<file path="src/rtl/sid_envelope.sv">
// sid_envelope: SID voice ADSR envelope and amplitude stage.
// Define SID_ENV_ADSR_BUG_EN to reproduce the real-SID equality-only rate counter match.
module sid_envelope #(
  parameter logic [4:0] BASE_ADDR = 5'd0
) (
  input  logic               CLK,
  input  logic               RST,
  input  logic               CLKen,
  input  logic               WR,
  input  logic [4:0]         ADDR,
  input  logic [7:0]         DATA,
  input  logic [11:0]        WAVE_IN,
  output logic [7:0]         ENV_OUT,
  output logic signed [19:0] OUTPUT
);
  typedef enum logic [1:0] {ATTACK, DECAY_SUSTAIN, RELEASE} state_t;
  state_t      r_state, w_state_nx;
  logic        r_gate, r_gate_lag;
  logic [3:0]  r_atk, r_dec, r_sus, r_rel, w_rate_sel;
  logic [14:0] r_rate_cnt, w_period;
  logic [4:0]  r_exp_cnt, w_exp_nx, w_exp_per;
  logic [7:0]  r_env, w_env_nx, r_env_d;
  logic [11:0] r_s;
  logic [19:0] w_prod;
  logic        w_tick, w_rise, w_fall, w_exp_hit, w_wr4, w_wr5, w_wr6;

  assign w_wr4 = WR && (ADDR == BASE_ADDR + 5'd4);
  assign w_wr5 = WR && (ADDR == BASE_ADDR + 5'd5);
  assign w_wr6 = WR && (ADDR == BASE_ADDR + 5'd6);

  always_ff @(posedge CLK or posedge RST)
    if (RST) begin
      r_gate <= 1'b0;
      {r_atk, r_dec, r_sus, r_rel} <= 16'd0;
    end else begin
      if (w_wr4) r_gate <= DATA[0];
      if (w_wr5) {r_atk, r_dec} <= DATA;
      if (w_wr6) {r_sus, r_rel} <= DATA;
    end

  assign w_rate_sel = r_state == ATTACK ? r_atk : r_state == DECAY_SUSTAIN ? r_dec : r_rel;

  always_comb
    case (w_rate_sel)
      4'd0:    w_period = 15'd9;
      4'd1:    w_period = 15'd32;
      4'd2:    w_period = 15'd63;
      4'd3:    w_period = 15'd95;
      4'd4:    w_period = 15'd149;
      4'd5:    w_period = 15'd220;
      4'd6:    w_period = 15'd267;
      4'd7:    w_period = 15'd313;
      4'd8:    w_period = 15'd392;
      4'd9:    w_period = 15'd977;
      4'd10:   w_period = 15'd1954;
      4'd11:   w_period = 15'd3126;
      4'd12:   w_period = 15'd3907;
      4'd13:   w_period = 15'd11720;
      4'd14:   w_period = 15'd19532;
      default: w_period = 15'd31251;
    endcase

`ifdef SID_ENV_ADSR_BUG_EN
  // a counter already past the new period free-runs through the 15-bit wrap
  assign w_tick = r_rate_cnt == w_period;
`else
  assign w_tick = r_rate_cnt >= w_period;
`endif

  assign w_exp_per = r_env >= 8'd94 ? 5'd1  :
                     r_env >= 8'd54 ? 5'd2  :
                     r_env >= 8'd26 ? 5'd4  :
                     r_env >= 8'd14 ? 5'd8  :
                     r_env >= 8'd6  ? 5'd16 :
                     r_env != 8'd0  ? 5'd30 : 5'd1;
  assign w_exp_hit = r_exp_cnt == w_exp_per - 5'd1;
  assign w_rise    = r_gate & ~r_gate_lag;
  assign w_fall    = ~r_gate & r_gate_lag;

  // gate edges take priority over a coincident tick
  always_comb begin
    w_state_nx = r_state;
    w_env_nx   = r_env;
    w_exp_nx   = (r_state == RELEASE && r_env == 8'd0) ? 5'd0 : r_exp_cnt;
    if (w_rise) w_state_nx = ATTACK;
    else if (w_fall) w_state_nx = RELEASE;
    else if (w_tick)
      case (r_state)
        ATTACK: begin
          w_exp_nx = 5'd0;
          w_env_nx = r_env == 8'hFF ? r_env : r_env + 8'd1;
          if (r_env >= 8'hFE) w_state_nx = DECAY_SUSTAIN;
        end
        DECAY_SUSTAIN:
          if (r_env > {r_sus, r_sus}) {w_exp_nx, w_env_nx} = w_exp_hit ? {5'd0, r_env - 8'd1} : {r_exp_cnt + 5'd1, r_env};
        default:
          if (r_env != 8'd0) {w_exp_nx, w_env_nx} = w_exp_hit ? {5'd0, r_env - 8'd1} : {r_exp_cnt + 5'd1, r_env};
      endcase
  end

  always_ff @(posedge CLK or posedge RST)
    if (RST) begin
      r_state    <= RELEASE;
      r_gate_lag <= 1'b0;
      r_rate_cnt <= 15'd0;
      r_exp_cnt  <= 5'd0;
      r_env      <= 8'd0;
    end else if (CLKen) begin
      r_state    <= w_state_nx;
      r_gate_lag <= r_gate;
      r_rate_cnt <= w_tick ? 15'd0 : r_rate_cnt + 15'd1;
      r_exp_cnt  <= w_exp_nx;
      r_env      <= w_env_nx;
    end

  assign ENV_OUT = r_env;

  // low 20 bits of the extended unsigned product equal the signed product
  assign w_prod = {{8{r_s[11]}}, r_s} * {12'd0, r_env_d};

  always_ff @(posedge CLK or posedge RST)
    if (RST) begin
      r_s     <= 12'd0;
      r_env_d <= 8'd0;
      OUTPUT  <= 20'sd0;
    end else begin
      r_s     <= {~WAVE_IN[11], WAVE_IN[10:0]};
      r_env_d <= r_env;
      OUTPUT  <= $signed(w_prod);
    end
endmodule

</file>
<file path="config.mk">
export PLATFORM = sky130hd
export DESIGN_NAME = sid_envelope
export DESIGN_NICKNAME = d
export VERILOG_FILES = /design/src/rtl/sid_envelope.sv
export SDC_FILE = /design/constraint.sdc
export NUM_CORES = 1
export LEC_CHECK = 0
export BUFFER_PORTS_ARGS = -buffer_cell sky130_fd_sc_hd__buf_2
export CELL_PAD_IN_SITES_DETAIL_PLACEMENT = 1
export CELL_PAD_IN_SITES_GLOBAL_PLACEMENT = 1
export CORE_ASPECT_RATIO = 1.75
export CORE_MARGIN = 1
export CORE_UTILIZATION = 40
export CTS_CLUSTER_SIZE = 24
export DETAILED_ROUTE_END_ITERATION = 12
export HOLD_SLACK_MARGIN = 0.03
export PLACE_DENSITY = 0.66
export SETUP_SLACK_MARGIN = 0.15
export SLEW_MARGIN = 30
export SYNTH_ARGS = -nofsm -noshare
export SYNTH_HDL_FRONTEND = slang
export SYNTH_SLANG_ARGS = --single-unit
</file>
<file path="constraint.sdc">
create_clock -name CLK -period 6.5 [get_ports CLK]
set_input_delay 0.65 -clock CLK [delete_from_list [all_inputs] [get_ports CLK]]
set_output_delay 0.65 -clock CLK [all_outputs]
set_load 0.01 [all_outputs]
</file>
=== Word-level counts from Yosys, hierarchy flattened ===
Memories as Yosys holds them, arrays and structs flattened.
Cells that the tools add are included.

* $add $sub $neg: 5
* Multipliers: 1
* $lt $le $gt $ge: 8
* Equal/unequal tests: 9
* Mux-type cells: 26
* Bitwise logic cells: 7
* Reductions and logical operators: 13

{| class="wikitable"
|+ Operators with widths
! cell !! number
|-
| 5-bit two-way mux || 12
|-
| 8-bit two-way mux || 3
|-
| 12-bit by 9-bit multiplier with 20-bit output || 1
|-
| 8-bit case mux with 2 select lines || 1
|-
| 15-bit by 1-bit adder with 15-bit output (second input constant) || 1
|-
| 5-bit by 3-bit equality test with 1-bit output (second input constant) || 3
|-
| 15-bit >= comparator || 1
|-
| 15-bit two-way mux || 1
|-
| 13-bit two-way mux || 1
|-
| 3-bit nonzero test || 4
|-
| 2-bit two-way mux || 5
|-
| 5-bit case mux with 2 select lines || 1
|-
| 8-bit by 1-bit adder with 8-bit output (second input constant) || 1
|-
| 8-bit equality test (second input constant) || 1
|-
| 8-bit by 3-bit >= comparator with 1-bit output (second input constant) || 1
|-
| 8-bit by 4-bit >= comparator with 1-bit output (second input constant) || 1
|-
| 8-bit by 5-bit >= comparator with 1-bit output (second input constant) || 1
|-
| 8-bit by 6-bit >= comparator with 1-bit output (second input constant) || 1
|-
| 8-bit by 7-bit >= comparator with 1-bit output (second input constant) || 1
|-
| 8-bit >= comparator (second input constant) || 1
|-
| 8-bit > comparator || 1
|-
| 8-bit logical NOT || 1
|-
| 4-bit two-way mux || 2
|-
| 8-bit nonzero test || 1
|-
| other kinds (14) || 22
|}

* Register bits after elaboration: 88
* ROM bits: 240
* Input port bits: 29
* Output and inout bits: 28
* Logic and storage cells: 83
* Memories kept: 1

{| class="wikitable"
|+ Memories
! name !! depth !! bits a word !! rd ports !! clocked after Yosys merged registers in !! wr ports !! RTL line !! source
|-
| (no name shown) || 16 || 15 || 1 || 0 || 0 || 44 || <nowiki>case (w_rate_sel)</nowiki>
|}

=== Depth between registers and ports, before layout ===
* Depth after elaboration: 15
* Gate-level depth with buffers: 20

=== Worst setup path before layout ===
No wires, ideal clock.

* Path type: reg2reg
* Start point: register r_env_d[2]
* End point: register OUTPUT[19]
* Data arrival time: 4494 ps
* Path slack: 1881 ps
* Cell stages (with the launch flop): 19
* Buffers on the path: 1
* Period minus slack after synthesis: 4619 ps
* Cell sequence: dfrtp_1 clkbuf_1 nand2_1 fa_1 fa_1 inv_1 ha_1 inv_1 fa_1 inv_1 ha_1 a211o_1 a211oi_1 o311ai_0 a31o_2 a21o_1 a21oi_1 a21oi_1 xnor2_1

* Word-level cells in the longest chain between the ends: 1

{| class="wikitable"
|+ RTL lines
! item !! RTL line !! source
|-
| start, declared || 22 || <nowiki>logic [7:0] r_env, w_env_nx, r_env_d;</nowiki>
|-
| start signal, assigned || 128 || <nowiki>r_env_d <= r_env;</nowiki>
|-
| 12-bit by 9-bit multiplier with 20-bit output || 119 || <nowiki>assign w_prod = {{8{r_s[11]}}, r_s} * {12'd0, r_env_d};</nowiki>
|-
| net w_prod[19] || 24 || <nowiki>logic [19:0] w_prod;</nowiki>
|-
| end signal, assigned || 129 || <nowiki>OUTPUT <= $signed(w_prod);</nowiki>
|-
| end, declared || 14 || <nowiki>output logic signed [19:0] OUTPUT</nowiki>
|}

The timed path passes the listed nets, and every way through them passes these cells.
A chain may end at the register's enable or synchronous reset.

=== Worst setup path after layout ===
Same ends and word-level chain as after synthesis.

==> metrics.md <==
| Metric | Value |
|---|---|
| Synth Area per Inst | `slightly above 9 µm²` |
| Vias per cell | `5.341` |
| Cells after Synth | `between 900 and 1000` |
| CTS tree | `yes` |
| Port Buf Inserts | `56` |
| Synth Cell Area | `between 8000 and 9000 µm²` |
| Dpl hpwl | `16700 µm` |
| Met3 Track Usage GR | `2.557%` |
| Core area | `20850 µm²` |
| Antenna Cells | `0` |
| Gr busiest metal | `met2` |
| Register area share after synthesis | `26.05%` |
| CTS Buf Count | `9` |
| Initial Util | `40.58%` |
| Critical path class | `register to register` |
| Share of layout cells above drive strength 1 | `12.38%` |
| Postcts setup bufs | `0` |
| RD Place Congestion | `just under 0.8` |
| Ports | `57` |
| Worst setup SP type | `register` |
| GRT Resource Usage Total | `roughly a fifth` |
| Longest Clk Path Bufs | `2` |
| Min cycle time layout | `5.154 ns` |
| Final Hold Fails | `0` |
| TritonRoute pass-1 iters | `8` |
| Std cell rows | `70` |
| Setup_tns | `0 ns` |
| # clock sinks | `88` |
| Actual slew at the worst max-slew pin | `0.7182 ns` |
| Resize count post-CTS | `0` |
| Primary FF master, synth | `dfrtp_1` |
| Largest net degree at the start of global routing | `between 70 and 80` |
| Layout fillers | `2454` |
| Wire length per cell | `between 15 and 20 µm` |
| Grt ovf | `0` |
| CP max FO | `12` |
| Setup Skew | `around 0.0084 ns` |
| Final period utilization | `around four fifths` |
| Failing checks | `design-rule violations` |
| First-pass GRT wire length | `35330 µm` |
| Setup Viol. Count Final | `0` |
| Asr flop ratio synth | `100.0%` |
| DRT iter0 DRCs | `156` |
| Die height | `194.4 µm` |
| CP peak stage delay | `between 0.5 and 0.6 ns` |
| Root Driver | `clkbuf_16` |
| HP Class | `input pin to asynchronous set/reset pin` |
| Peak Freq | `between 150 and 200 MHz` |
| Total Wirelength | `20910 µm` |
| Arrival time worst endpoint | `5.39 ns` |
| Clk_lat worst skew | `roughly 0.35 ns` |
| Yosys cell types | `75` |
| DRC | `3` |
| Worst Setup End Kind | `register` |
| Layout area overhead | `9.851%` |
| Worst-path clk slew | `0.07 ns` |
| Post-synth EDFFs | `0` |
| RSZ-0062 raised after global routing | `no` |
| Vias | `6436` |
| Met1 Use GR | `20.92%` |
| Htree depth | `3` |
| Worst Path Required | `6.74 ns` |
| Synth warnings | `0` |
| Layout Nets | `1130` |
| Post-CTS Hold Fix Bufs | `0` |
| Die area | `approximately 22000 µm²` |
| Yosys reg bits | `88` |
| Max-cap viol count | `0` |
| Met2 Resource Use GR | `41.57%` |
| CP max-delay cell | `fa_1` |
| Outcome | `complete, but fails checks` |
| Crit path cell chain | `nand2_1, fa_1, fa_1, inv_1, ha_1, inv_1, fa_1, inv_1, ha_1, a211o_1, a211oi_1, o311ai_0, a31o_2, a21o_1, a21oi_1, a21oi_1, xnor2_1` |
| Number of global-route vias before repair | `7255` |
| Initial antenna violation count | `0` |
| ANT nets after route | `0` |
| Max-slew violation total from the final report | `0` |
| Synthesized Nets | `between 1000 and 1500` |
| Slew HR | `51.68%` |
| Die X | `~110 µm` |
## critical path: cells and delay by family (launching register included)
family          cells  cell delay (ns)
flops               1             0.57
compound gates      7             1.84
fa+ha+maj           5             2.19
buf+inv             3             0.15
xor+xnor            1             0.13
simple gates        1             0.14
## cell usage in the layout, fill, tap and decap left out, drive strengths merged, types with 5 or more instances in the layout
cell	Yosys	layout
a211o	5	5
nand2	85	85
o21ai	28	28
nand3b	6	6
a21oi	36	36
a31oi	5	5
buf	8	60
xnor2	23	23
ha	77	77
nor2	50	50
dfrtp	87	87
inv	127	130
nand4	5	5
nand2b	9	9
nor4	5	5
and3	9	9
or2	8	8
a211oi	10	10
xor2	13	13
o211ai	5	5
o21a	9	9
mux2	18	18
nor2b	9	9
a21o	7	7
mux2i	5	5
nand3	24	24
clkbuf	21	9
nor3	20	20
fa	76	76
o31ai	8	8
and2	63	63
## path summary, 6_finish.rpt
path	start	to	slack, ns	cells past startpoint
max	r_env_d[2]	OUTPUT[19]	1.35	17
min	RST	OUTPUT[19]	0.24	2
max reg2reg	r_env_d[2]	OUTPUT[19]	1.35	17
min reg2reg	r_atk[0]	r_atk[0]	0.50	1
max in group asynchronous	RST	ENV_OUT[3]	5.32	3
min in group CLK	WAVE_IN[2]	r_s[2]	0.40	1
## layer usage
layer / share of wire (%) / up-vias
met5: 0 / -
met1: 36 / 3245
met3: 1.6 / 32
met2: 59 / 74
met4: 2.9 / 0
li1: - / 3085
## flip-flops by register name, indices dropped and copies added (netlist names)
name,count
ENV_OUT,8
r_rel,4
OUTPUT,20
r_dec,4
r_env_d,8
r_atk,4
r_exp_cnt,5
r_gate_lag,1
r_state,2
r_gate,1
r_rate_cnt,15
r_sus,4
r_s,12
## cell type report
class / instances / area (µm²) / area share (%)
tap: 252 / 315.3 / 3.393
sequential: 88 / 2203 / 23.71
clock buffer: 9 / 225.2 / 2.424
inverter: 128 / 483.0 / 5.197
timing repair buffer: 60 / 314.1 / 3.380
multi-input combinational: 661 / 5652 / 60.82
clock inverter: 7 / 100.1 / 1.077
## synth_stat cells, types with 3 or more instances
| master | n | area [µm²] |
|---|---|---|
| a2111oi_0 | 3 | 26.28 |
| a211o_1 | 5 | 43.79 |
| a211oi_1 | 10 | 75.07 |
| a21o_1 | 7 | 52.55 |
| a21oi_1 | 35 | 175.2 |
| a31oi_1 | 5 | 31.28 |
| and2_1 | 63 | 394.1 |
| and3_1 | 9 | 56.30 |
| buf_2 | 6 | 30.03 |
| clkbuf_1 | 21 | 78.83 |
| dfrtp_1 | 87 | 2177 |
| fa_1 | 76 | 1521 |
| ha_1 | 77 | 963.4 |
| inv_1 | 127 | 476.7 |
| mux2_2 | 17 | 191.4 |
| mux2i_1 | 5 | 50.05 |
| nand2_1 | 85 | 319.1 |
| nand2b_1 | 9 | 56.30 |
| nand3_1 | 24 | 120.1 |
| nand3b_1 | 6 | 45.04 |
| nand4_1 | 5 | 31.28 |
| nor2_1 | 48 | 180.2 |
| nor2b_1 | 8 | 50.05 |
| nor3_1 | 19 | 95.09 |
| nor4_1 | 4 | 25.02 |
| o2111ai_1 | 3 | 26.28 |
| o211ai_1 | 4 | 30.03 |
| o21a_1 | 9 | 67.56 |
| o21ai_0 | 27 | 135.1 |
| o22ai_1 | 3 | 18.77 |
| o31ai_1 | 7 | 52.55 |
| or2_2 | 7 | 43.79 |
| xnor2_1 | 23 | 201.4 |
| xor2_1 | 12 | 105.1 |
## cell families (layout without fill, tap and decap cells)
| family | Yosys count | after routing | share of synthesized area [%] |
|---|---|---|---|
| xor+xnor | 36 | 36 | 3.816 |
| mux | 23 | 23 | 3.032 |
| flops | 88 | 88 | 26.05 |
| simple gates | 305 | 305 | 18.75 |
| compound gates | 144 | 144 | 11.83 |
| fa+ha+maj | 153 | 153 | 29.37 |
| buf+inv | 157 | 204 | 7.144 |
## through the flow
step                cells  util (%)  setup WS [ns]  hold WS, ns  instance area, µm²
CTS                  1205     44.56          1.241       0.2400                9289
detailed placement   1189     43.00          1.285       0.4933                8964
global route         1205     44.58         0.9504       0.2494                9293
floorplan             906         -          1.881       0.4541                8459
global placement     1189     43.00          1.313       0.4884                8964
finish               1205     44.58          1.346       0.2432                9293
Power is not shown: default switching activity piles up to over one toggle a cycle in this logic, so the estimate is an artifact.
